===== config.mk =====
export PLATFORM = sky130hd
export DESIGN_NAME = l3_req_arbiter
export DESIGN_NICKNAME = d
export VERILOG_FILES = /design/src/rtl/l3_req_arbiter.sv
export SDC_FILE = /design/constraint.sdc
export NUM_CORES = 1
export LEC_CHECK = 0
export ABC_AREA = 1
export CAP_MARGIN = 20
export CORE_MARGIN = 2
export CORE_UTILIZATION = 41
export DETAILED_ROUTE_END_ITERATION = 7
export PLACE_DENSITY = 0.79
export SYNTH_ARGS = -nofsm -noshare
export SYNTH_HDL_FRONTEND = slang
export SYNTH_SLANG_ARGS = --single-unit

===== constraint.sdc =====
create_clock -name clk -period 4.69 [get_ports clk]
set_input_delay 1.407 -clock clk [delete_from_list [all_inputs] [get_ports clk]]
set_output_delay 1.407 -clock clk [all_outputs]
set_load 0.1 [all_outputs]

===== src/rtl/l3_req_arbiter.sv =====
`default_nettype none
// ============================================================================
// Module   : l3_req_arbiter
// Purpose  : Round-robin arbiter funnelling per-core L3 requests into a
//            2-entry command queue that drives a single L3 command port.
//            Requests whose cell coordinate lies outside the 60x60 array are
//            accepted (so the core is never stalled) but dropped, raising a
//            one-cycle error pulse and bumping a saturating drop counter.
// Ports    : clk, rst_n          clock / asynchronous active-low reset
//            req_valid[NPORT]    per-core request valid
//            req_wr[NPORT]       per-core write(1)/read(0)
//            req_addr            packed {x[5:0],y[5:0]}, port i at [12i +: 12]
//            req_wdata           packed write data, port i at [DW*i +: DW]
//            req_ready[NPORT]    one-hot (or zero) accept back to the cores
//            l3_valid/l3_ready   command handshake towards L3
//            l3_wr/addr/wdata    command payload (queue head)
//            l3_src              originating port of the queue head
//            fifo_level          command queue occupancy (0..2)
//            err_pulse           one-cycle flag for a dropped request
//            err_count           saturating count of dropped requests
// Revision : 1.0 - initial release
// ============================================================================
module l3_req_arbiter #(
  parameter int NPORT = 6,   // number of core ports, 2..8 (l3_src is 3 bits)
  parameter int DW    = 16,  // write-data width = L3 cell width
  parameter int AW    = 12   // address width, always {x[5:0], y[5:0]}
) (
  input  logic                clk,
  input  logic                rst_n,
  input  logic [NPORT-1:0]    req_valid,
  input  logic [NPORT-1:0]    req_wr,
  input  logic [NPORT*AW-1:0] req_addr,
  input  logic [NPORT*DW-1:0] req_wdata,
  output logic [NPORT-1:0]    req_ready,
  output logic                l3_valid,
  input  logic                l3_ready,
  output logic                l3_wr,
  output logic [AW-1:0]       l3_addr,
  output logic [DW-1:0]       l3_wdata,
  output logic [2:0]          l3_src,
  output logic [1:0]          fifo_level,
  output logic                err_pulse,
  output logic [7:0]          err_count
);

  localparam int         c_HALF  = AW / 2;
  localparam int         c_ENT_W = 1 + AW + DW + 3;
  localparam logic [2:0] c_LAST  = 3'(NPORT - 1);
  localparam logic [c_HALF-1:0] c_CELL_LIMIT = c_HALF'(60);

  // --------------------------------------------------------------------------
  // State
  // --------------------------------------------------------------------------
  logic [2:0]         r_rr_ptr;
  logic [c_ENT_W-1:0] r_mem [2];
  logic               r_wr_ptr;
  logic               r_rd_ptr;
  logic [1:0]         r_level;
  logic               r_err_pulse;
  logic [7:0]         r_err_count;

  // --------------------------------------------------------------------------
  // Winner selection
  // The mask keeps ports at or above rr_ptr. The lowest masked request wins;
  // if none is masked the scan has wrapped, so the lowest request overall
  // wins. Both searches run high-to-low so the last hit is the lowest index.
  // --------------------------------------------------------------------------
  logic [NPORT-1:0] w_hi_mask;
  logic [NPORT-1:0] w_masked;
  logic             w_any;
  logic [2:0]       w_win;

  always_comb begin
    w_hi_mask = '0;
    w_win     = '0;
    for (int i = 0; i < NPORT; i++) begin
      w_hi_mask[i] = (i >= int'(r_rr_ptr));
    end
    w_masked = req_valid & w_hi_mask;
    w_any    = |req_valid;
    for (int i = NPORT - 1; i >= 0; i--) begin
      if (req_valid[i]) w_win = 3'(i);
    end
    for (int i = NPORT - 1; i >= 0; i--) begin
      if (w_masked[i]) w_win = 3'(i);
    end
  end

  // Payload of the winning port
  logic          w_sel_wr;
  logic [AW-1:0] w_sel_addr;
  logic [DW-1:0] w_sel_wdata;

  always_comb begin
    w_sel_wr    = 1'b0;
    w_sel_addr  = '0;
    w_sel_wdata = '0;
    for (int i = 0; i < NPORT; i++) begin
      if (w_win == 3'(i)) begin
        w_sel_wr    = req_wr[i];
        w_sel_addr  = req_addr[AW*i +: AW];
        w_sel_wdata = req_wdata[DW*i +: DW];
      end
    end
  end

  // --------------------------------------------------------------------------
  // Grant / accept
  // Grant depends only on registered occupancy, never on l3_ready, so the
  // ready path to the cores stays short. Reset forces it low even though the
  // registered state already reads empty.
  // --------------------------------------------------------------------------
  logic w_can_grant;
  logic w_accept;
  logic w_in_range;
  logic w_push;
  logic w_pop;
  logic w_drop;

  always_comb begin
    w_can_grant = rst_n && w_any && (r_level != 2'd2);
    req_ready   = '0;
    for (int i = 0; i < NPORT; i++) begin
      req_ready[i] = w_can_grant && (w_win == 3'(i));
    end
  end

  assign w_accept   = |(req_valid & req_ready);
  assign w_in_range = (w_sel_addr[AW-1:c_HALF] < c_CELL_LIMIT) &&
                      (w_sel_addr[c_HALF-1:0]  < c_CELL_LIMIT);
  assign w_push     = w_accept && w_in_range;
  assign w_drop     = w_accept && !w_in_range;
  assign w_pop      = l3_valid && l3_ready;

  // --------------------------------------------------------------------------
  // Round-robin pointer: moves just past the accepted port, else holds
  // --------------------------------------------------------------------------
  always_ff @(posedge clk or negedge rst_n) begin
    if (!rst_n) begin
      r_rr_ptr <= '0;
    end else if (w_accept) begin
      r_rr_ptr <= (w_win == c_LAST) ? 3'd0 : w_win + 3'd1;
    end
  end

  // --------------------------------------------------------------------------
  // 2-entry command queue, entry = {wr, addr, wdata, src}
  // A push can only happen when level < 2, so a simultaneous pop never races
  // a full queue; push+pop leaves the level unchanged.
  // --------------------------------------------------------------------------
  always_ff @(posedge clk or negedge rst_n) begin
    if (!rst_n) begin
      r_mem[0] <= '0;
      r_mem[1] <= '0;
      r_wr_ptr <= 1'b0;
      r_rd_ptr <= 1'b0;
      r_level  <= 2'd0;
    end else begin
      if (w_push) begin
        r_mem[r_wr_ptr] <= {w_sel_wr, w_sel_addr, w_sel_wdata, w_win};
        r_wr_ptr        <= ~r_wr_ptr;
      end
      if (w_pop) begin
        r_rd_ptr <= ~r_rd_ptr;
      end
      case ({w_push, w_pop})
        2'b10:   r_level <= r_level + 2'd1;
        2'b01:   r_level <= r_level - 2'd1;
        default: r_level <= r_level;
      endcase
    end
  end

  // --------------------------------------------------------------------------
  // Drop reporting
  // --------------------------------------------------------------------------
  always_ff @(posedge clk or negedge rst_n) begin
    if (!rst_n) begin
      r_err_pulse <= 1'b0;
      r_err_count <= 8'd0;
    end else begin
      r_err_pulse <= w_drop;
      if (w_drop && (r_err_count != 8'hFF)) begin
        r_err_count <= r_err_count + 8'd1;
      end
    end
  end

  // --------------------------------------------------------------------------
  // Outputs: payload is zeroed while the queue is empty so that stale
  // entries never appear on the L3 port.
  // --------------------------------------------------------------------------
  logic [c_ENT_W-1:0] w_head;

  assign w_head     = l3_valid ? r_mem[r_rd_ptr] : '0;
  assign l3_valid   = (r_level != 2'd0);
  assign l3_wr      = w_head[c_ENT_W-1];
  assign l3_addr    = w_head[DW+3 +: AW];
  assign l3_wdata   = w_head[3 +: DW];
  assign l3_src     = w_head[2:0];
  assign fifo_level = r_level;
  assign err_pulse  = r_err_pulse;
  assign err_count  = r_err_count;

endmodule
`default_nettype wire

-- Word level (Yosys, flattened, before mapping)
Index checks and enable logic that the tools add are counted.
Widths: inputs -> output; s select.
- flip-flop bits (word level): 80
- output and inout port bits: 50
- word-level logic and storage cells: 97
- eq/ne operators: 9
- bitwise operators: 6
- muxes and demuxes: 39
- add/subtract/negate cells: 4
- order comparisons: 11
- reduce and logical (&&, ||, !) cells: 20
- operators by type and width (operator ; count):
    $mux 32 ; 5
    $mux 16 ; 6
    $mux 12 ; 6
    $bwmux 64 ; 1
    $mux 3 ; 13
    $demux 32 s1 ; 1
    $logic_and 1x1->1 ; 14
    $and 6x6->6 ; 2
    $lt 6x6->1 const B ; 2
    $reduce_or 6->1 ; 2
    $add 8x1->8 const B ; 1
    $ne 8x8->1 const B ; 1
    $eq 3x2->1 const B ; 2
    $eq 3x3->1 const B ; 2
    $ge 1x3->1 const A ; 2
    $ge 2x3->1 const A ; 2
    $ge 3x3->1 const A ; 2
    $mux 1 ; 6
    $ge 2x2->1 const B ; 2
    $not 1->2 ; 2
    $pmux 2 s2 ; 1
    $reduce_bool 2->1 ; 2
    $add 3x1->3 const B ; 1
    $eq 3x1->1 const B ; 1
    other kinds (9) ; 10

-- Longest topological paths before layout
- word-level depth: 24
- gate-level depth with buffers: 29
- mapped depth without buffers: 28

-- Worst setup path after synthesis
OpenSTA, ideal clock, no wires.
- kind: input-to-reg
- start point: input req_valid[0]
- end point: register r_level[1] (netlist: fifo_level[1])
- required time: 4.556 ns
- arrival: 5.908 ns
- stages: 21
- path slack: -1.351 ns
- cells stage by stage: inv_1 nand2_1 o31ai_4 nand2_4 buf_6 buf_6 clkbuf_1 nor2_1 ha_1 inv_1 clkbuf_1 buf_1 nor2_1 a211oi_2 nand2_4 buf_2 nand2_1 ha_1 a21oi_1 o21ai_0 xor2_1
- elaborated cells between the ends (all ways): 39
- RTL lines (what ; line ; text):
    from (decl) ; 30 ; input logic [NPORT-1:0] req_valid,
    $mux 3 ; 82 ; if (req_valid[i]) w_win = 3'(i);
    $mux 3 (6 in a row) ; 85 ; if (w_masked[i]) w_win = 3'(i);
    $eq 3x2->1 ; 124 ; req_ready[i] = w_can_grant && (w_win == 3'(i));
    $logic_and 1x1->1 * ; 124 ;
    via req_ready[3] ; 34 ; output logic [NPORT-1:0] req_ready,
    $and 6x6->6 * ; 128 ; assign w_accept = |(req_valid & req_ready);
    $reduce_or 6->1 * ; 128 ;
    $logic_and 1x1->1 * ; 131 ; assign w_push = w_accept && w_in_range;
    $eq 2x1->1 or $eq 2x2->1 (tied branches) ; 166 ; case ({w_push, w_pop})
    $pmux 2 s2 or $reduce_bool 2->1 (tied branches) ; n/a ;
    to (signal assigned) ; 167 ; 2'b10: r_level <= r_level + 2'd1;
    to (signal assigned) ; 168 ; 2'b01: r_level <= r_level - 2'd1;
    to (signal assigned) ; 169 ; default: r_level <= r_level;
    to (decl) ; 58 ; logic [1:0] r_level;
Mark *: on every way through the listed nets, which the timed path passes. The rest lies on a longest branch.
A chain may end at the register's enable or synchronous reset.

-- Worst setup path in the final report
- start point: input req_valid[1]
- end point: output req_ready[3]
- longest elaborated chain between the ends: 10
- elaborated cells between the ends (all ways): 14
- RTL lines (what ; line):
    $mux 3 (2 in a row) ; 82
    $mux 3 (6 in a row) ; 85
    $eq 3x2->1 ; 124
    $logic_and 1x1->1 * ; 124
    to (decl) ; 34
Every way passes the cells marked *; elsewhere a longest branch is shown, timed or not.

==> metrics.cfg <==
[synthesis]
synth_seq_area_share_pct = 33.5
netlist_area_um2 = 5980
yosysMostFrequentCell = nand2_1
ys.flop_type = dfrtp_1
synth_area_leader_cell = dfrtp_1
synthTopCellsByCount = 376 x nand2_1, 114 x nand4_1, 80 x dfrtp_1, 55 x nand3_1, 39 x o21ai_0
synth_edf_count = 0
ys_ff_latch = 80
yosys_warnings = 0
synth_nets = 1095
ys_types = 41
netlist.area_leader.share_pct = 33.5
postSynthAreaPerCell_um2 = 6.58
synthCells = 909
synth_area_leaders = dfrtp_1 33%, nand2_1 24%, nand4_1 12%, nand3_1 4.6%, o21ai_0 3.3%
synthArstFlopShare_pct = 100

[floorplan]
fp.coreArea_um2 = 14400
die_w_um = 125
io_pins = 233
row_count = 44
start_util_pct = 41.6
die_h_um = 125
die_area_um2 = 15600

[critical_path]
critPathMaxFanout = 16
crit_top_cell = buf_12
r2r-start = r_rr_ptr[2]$_DFFE_PN0P_
cp_data_arrival_time_ps = 3160
path_cells = clkdlybuf4s50_1, inv_2, nand2_2, o31ai_4, nand2_4, nor2_2, ha_2, inv_1, buf_12, nor2_4, buf_12
crit_type = input pin to output pin
critPathSlowestCell = clkdlybuf4s50_1
cp-startpoint = req_valid[1]
critPathRequiredTime_ps = 3280
startpoint_type = input pin
crit_path_end_kind = output pin
critPathTopFamily = buffers and inverters
critPathMaxStageDelay_ps = 410
crit_buf_inv = 5

[drt]
vias = 7186
drtIter0Drc = 570
drcViolationCount = 0
ant_nets = 0
first_pass_iters = 5
avgViaCountPerCell = 5.40
wirelength_um = 22300
avgRoutedWirePerCell_um = 16.8

[sta]
slew_viol_final = 0
hold_violations = 0
final.period_utilization_pct = 97.5
fmax_mhz = 219
rsz0062_at_grt = false
setup-violations-final = 0
fin_skew_ps = 7.18
min_period_ps = 4570
slew_headroom_pct = 29.8
tightest_slew_ps = 1050

[global_route]
grt-ovfl-total = 0
grt_max_degree = 61
grt_pass1_vias = 6839
antenna_found_initial = 0
grt_pass1_wl_um = 34800
grt.total_usage_pct = 27.8

[layout]
final_cell_area_um2 = 9020
nNetsFinal = 1328
fill_cells = 1291
antenna_cells = 0
final_cells = 1331
fin_util_pct = 62.8
syn2layout_area_growth_pct = 50.9
drive_gt1_share_pct = 15.3

[placement]
dpl_cell_area_um2 = 8640
port_buffers = 232
dp.cells = 1311
globalplace.congestion = 0.927
dp_hpwl_um = 16700

[min_path]
min_path_type = flip-flop to flip-flop
hp-start = r_mem[8]$_DFFE_PN0P_

[pwr]
power.density_nw_per_um2 = 818
sw_frac_of_total_pct = 58.8
vdd_ir_drop_max_mv = 0.358
seqPwrFrac_pct = 15.8
p_switching_w = 0.00434
intPower_w = 0.00304
leakagePower_nw = 4.29
p_comb_share_pct = 74.7
power_frac_clock_pct = 9.6

[clock_tree]
cts_root_buf = clkbuf_16
cts_tree = done
cts_buffers = 9
ctsHoldBuffers = 0
h-tree-depth = 3
clk_pin_slew_ps = 60
insertion_delay_ps = 340
clock_sinks = 80
clockBufferDepth = 2

[job]
max-cap-violations = 0

[run_status]
outcome = completed

[through the flow]
stage               power (W)  setup slack (ps)  hold slack (ps)  setup TNS, ps
CTS                   0.00730              3.41              482              0
detailed placement    0.00657              5.44              466              0
global placement      0.00650              33.3              463              0
finish                0.00738               120              479              0
floorplan             0.00501              -158              450           -301
global route          0.00786              23.2              497              0
[what timing repair did]
action,in CTS,in global routing
buffers inserted,0,4
endpoints found under the setup margin,1,6
pin swaps,0,3
gates resized for setup,1,15
cloned,0,0
[worst reg2reg max path, stage by stage, from the launching register on]
cell     delay (ps)
dfrtp_1         470
nand2_1         110
nand3_1         140
nand2_2          90
o31ai_4         210
nand2_4         100
buf_4           160
buf_4           140
nand3_4          80
buf_4           230
inv_2           120
nand2_1          80
nand2_1          40
inv_1            50
nand2_1          40
nand2_1          90
inv_2            50
nand2_1          60
nor2_2           50
nor2_4           70
nand2_1          90
ha_1            310
a21oi_1         110
o21ai_0         110
xor2_1          150
[power by group through the flow]
| stage | Combinational [W] | Sequential [W] | Clock, W |
|---|---|---|---|
| floorplan | 0.00380 | 0.00122 | 0 |
| global placement | 0.00535 | 0.00115 | 0 |
| detailed placement | 0.00540 | 0.00116 | 0 |
| CTS | 0.00543 | 0.00116 | 0.000713 |
| global route | 0.00593 | 0.00119 | 0.000742 |
| finish | 0.00551 | 0.00116 | 0.000706 |
[cells by family (layout without fill, tap and decap cells)]
| group | count (synthesis) | after routing | share of synthesized area, % |
|---|---|---|---|
| and+or+nand+nor | 602 | 602 | 46.3 |
| xor gates and xnor gates | 8 | 8 | 1.17 |
| AOI/OAI and AO/OA | 95 | 95 | 9.00 |
| DFF | 80 | 80 | 33.5 |
| adders and majority gates | 3 | 3 | 0.628 |
| buffers and inverters | 121 | 359 | 9.44 |
[final cells by class]
cell class                 instances  area (um2)  share of cell area, %
tap                              184         230                   2.55
sequential                        80        2000                   22.2
clock inverter                     3        40.0                  0.444
timing repair buffer             293        2820                   31.2
multi-input combinational        708        3480                   38.6
inverter                          50         194                   2.15
clock buffer                      13         260                   2.88
[placed cells by master (no fill, tap or decap), drive strengths merged, types with 31 or more instances in the layout]
cell type,netlist,routed
a21oi,40,40
clkdlybuf4s50,0,188
nand2,384,384
nand4,116,116
buf,44,100
dfrtp,80,80
inv,49,48
o21ai,44,44
nand3,60,60
nor2,31,31
[state kept, by name, summed over array words and instances (netlist names)]
signal / cells
r_rd_ptr: 1
r_wr_ptr: 1
err_pulse: 1
r_mem: 64
err_count: 8
fifo_level: 2
r_rr_ptr: 3
[path summary, 6_finish.rpt]
path / to / slack (ps) / cells past startpoint
worst max register to register: fifo_level[1]$_DFFE_PN0P_ / 1420 / 24
worst max-delay path: req_ready[3] / 120 / 11
max in group asynchronous: r_mem[61]$_DFFE_PN0P_ / 2560 / 3
min in group asynchronous: r_mem[15]$_DFFE_PN0P_ / 1160 / 2
worst min-delay path: r_mem[8]$_DFFE_PN0P_ / 480 / 2
worst min register to register: r_mem[8]$_DFFE_PN0P_ / 480 / 2
[metal layers]
metal	GRT usage [%]	up-vias	routed length [um]
met3	4.42	53	1500
li1	-	3504	-
met1	35.4	3342	8970
met4	12.4	0	918
met5	0	-	0
met2	46.6	287	10900
Power figures use the tool's default switching activity.
==> RTL change: new RTL, config.mk and constraints unchanged <==
Set the parameter `NPORT` to 5 (it was 6).
--- a/src/rtl/l3_req_arbiter.sv
+++ b/src/rtl/l3_req_arbiter.sv
@@ -22,5 +22,5 @@
 // ============================================================================
 module l3_req_arbiter #(
-  parameter int NPORT = 6,   // number of core ports, 2..8 (l3_src is 3 bits)
+  parameter int NPORT = 5,   // number of core ports, 2..8 (l3_src is 3 bits)
   parameter int DW    = 16,  // write-data width = L3 cell width
   parameter int AW    = 12   // address width, always {x[5:0], y[5:0]}
Interface: changed (5 resized); port bits go from 233 to 202. No check against the original RTL was run, so the function may have changed too.
==> RTL change against the original RTL <==
Sequential share of layout area rose by 2.9 points; routed wire length decreased by 18%; core utilization down 0.067 points; sequential cell count is the same; synthesized area shrank 9.6%; power is 17% lower; cell area decreased by 12%; global-route usage decreased by 1.8 points; first-iteration DRC count fell by 29%; worst setup slack improved by 0.037 ns; critical path type unchanged.
==> RTL change: results (changes against the original RTL) <==
| Metric | Value |
|---|---|
| Via count | 6110 (-15%) |
| Reg2Reg Depth | 25 (+4.2%) |
| Syn Nets | 979 (-11%) |
| Sw Ratio | 58.68% (-0.16 points) |
| CP max stage delay | 0.56 ns (+0.15 ns) |
| Wire length on met3 | 1234 microns (-18%) |
| GR Layer Usage met2 | 42.39% (-4.3 points) |
| Final WL | 18220 microns (-18%) |
| Seq area share | 25.09% (+2.9 points) |
| Crit path max fanout | 5 (-11) |
| Die ar. | 14120 sq um (-9.3%) |
| Metal2 WL | 8904 microns (-18%) |
| Final non-filler cell total | 1188 (-11%) |
| Share of cells above drive strength 1 | 12.20% (-3.1 points) |
| Count of input and output buffers | 201 (-13%) |
| Status | finished clean |
| Hold_ws | 0.4803 ns (+0.0008590 ns) |
| Fill cells | 1200 (-7.0%) |
| Iteration-0 DRC Markers | 407 (-29%) |
| Clock buf/inv share | 3.638% (+0.31 points) |
| Net load switching power | 3586 uW (-17%) |
| Met3 Resource Use GR | 5.651% (+1.2 points) |
| Sequential share of power | 18.1% (+2.3 points) |
| Largest net degree at the start of global routing | 65 (+6.6%) |
| Yosys cell types | 32 (-22%) |
| Max rail drop VDD | 0.3850 mV (+7.5%) |
| Met1 Routed Length | 7765 microns (-13%) |
| DR pass1 iterations | 4 (-1) |
| Non-clk invs | 47 (-6.0%) |
| Signal buf overhead | 28.73% (-2.5 points) |
| Syn-to-layout area delta | 47.62% |
| Dpl ws | -0.05680 ns (-0.06225 ns) |
| Static Leak | 0.003923 uW (-8.5%) |
| Max layer used | met4 |
| GPL Wtd Cong | 0.9166 (-1.1%) |
| Count of non-CTS buffers in the layout | 238 (-19%) |
| Post-Synth XOR/XNOR Area | 1.458% (+0.29 points) |
| Clock power share | 11.1% (+1.5 points) |
| Slew margin rel. | 30.65% (+0.81 points) |
| Aggregate global-route resource usage | 26.02% (-1.8 points) |
| Achievable frequency | 220.6 MHz (+0.81%) |
| Clock buffers | 10 (-3) |
| Placed Area | 7657 sq um (-11%) |
| GRT met1 Usage | 35.40% (about the same) |
| Synth Instances | 819 (-9.9%) |
| Post-detail-place hpwl | 13380 microns (-20%) |
| First-pass GRT wire length | 29330 microns (-16%) |
| Adder-Cell Fraction of Synth Area | 1.620% (+0.99 points) |
| CP arrival | 3.13 ns (-0.03 ns) |
| Number of multi-input logic gates | 635 (-10%) |
| Vias in the first global route | 5820 (-15%) |
| Area of the multi-input gates | 3003 sq um (-14%) |
| Post-synthesis compound-gate area fraction | 10.46% (+1.5 points) |
| Post-synthesis sequential area ratio | 37.04% (+3.6 points) |
| Synth warn | 0 (unchanged) |
| Crit path time final | 4.534 ns (-0.03689 ns) |
-- RTL change: timing repair --
action                     in CTS  in global routing
resized for setup               0                 12
hold buffers                    0                  0
setup endpoints to repair       0                  8
-- RTL change: worst paths after layout --
path                                    startpoint                        end
max                                   req_valid[4]               req_ready[3]
min                          r_mem[53]$_DFFE_PN0P_      r_mem[53]$_DFFE_PN0P_
max reg2reg                r_rr_ptr[1]$_DFFE_PN0P_  fifo_level[1]$_DFFE_PN0P_
min reg2reg                  r_mem[53]$_DFFE_PN0P_      r_mem[53]$_DFFE_PN0P_
max in group asynchronous                    rst_n      r_mem[38]$_DFFE_PN0P_
min in group asynchronous                    rst_n      r_mem[13]$_DFFE_PN0P_
-- RTL change: logic make-up (layout without fill, tap and decap cells) --
logic type	Yosys count	in the layout
adder cells (fa/ha/maj)	7	7
flip-flops	80	80
AO/OA/AOI/OAI	93	93
XOR/XNOR	9	9
AND/OR/NAND/NOR	526	526
buffers and inverters	104	301
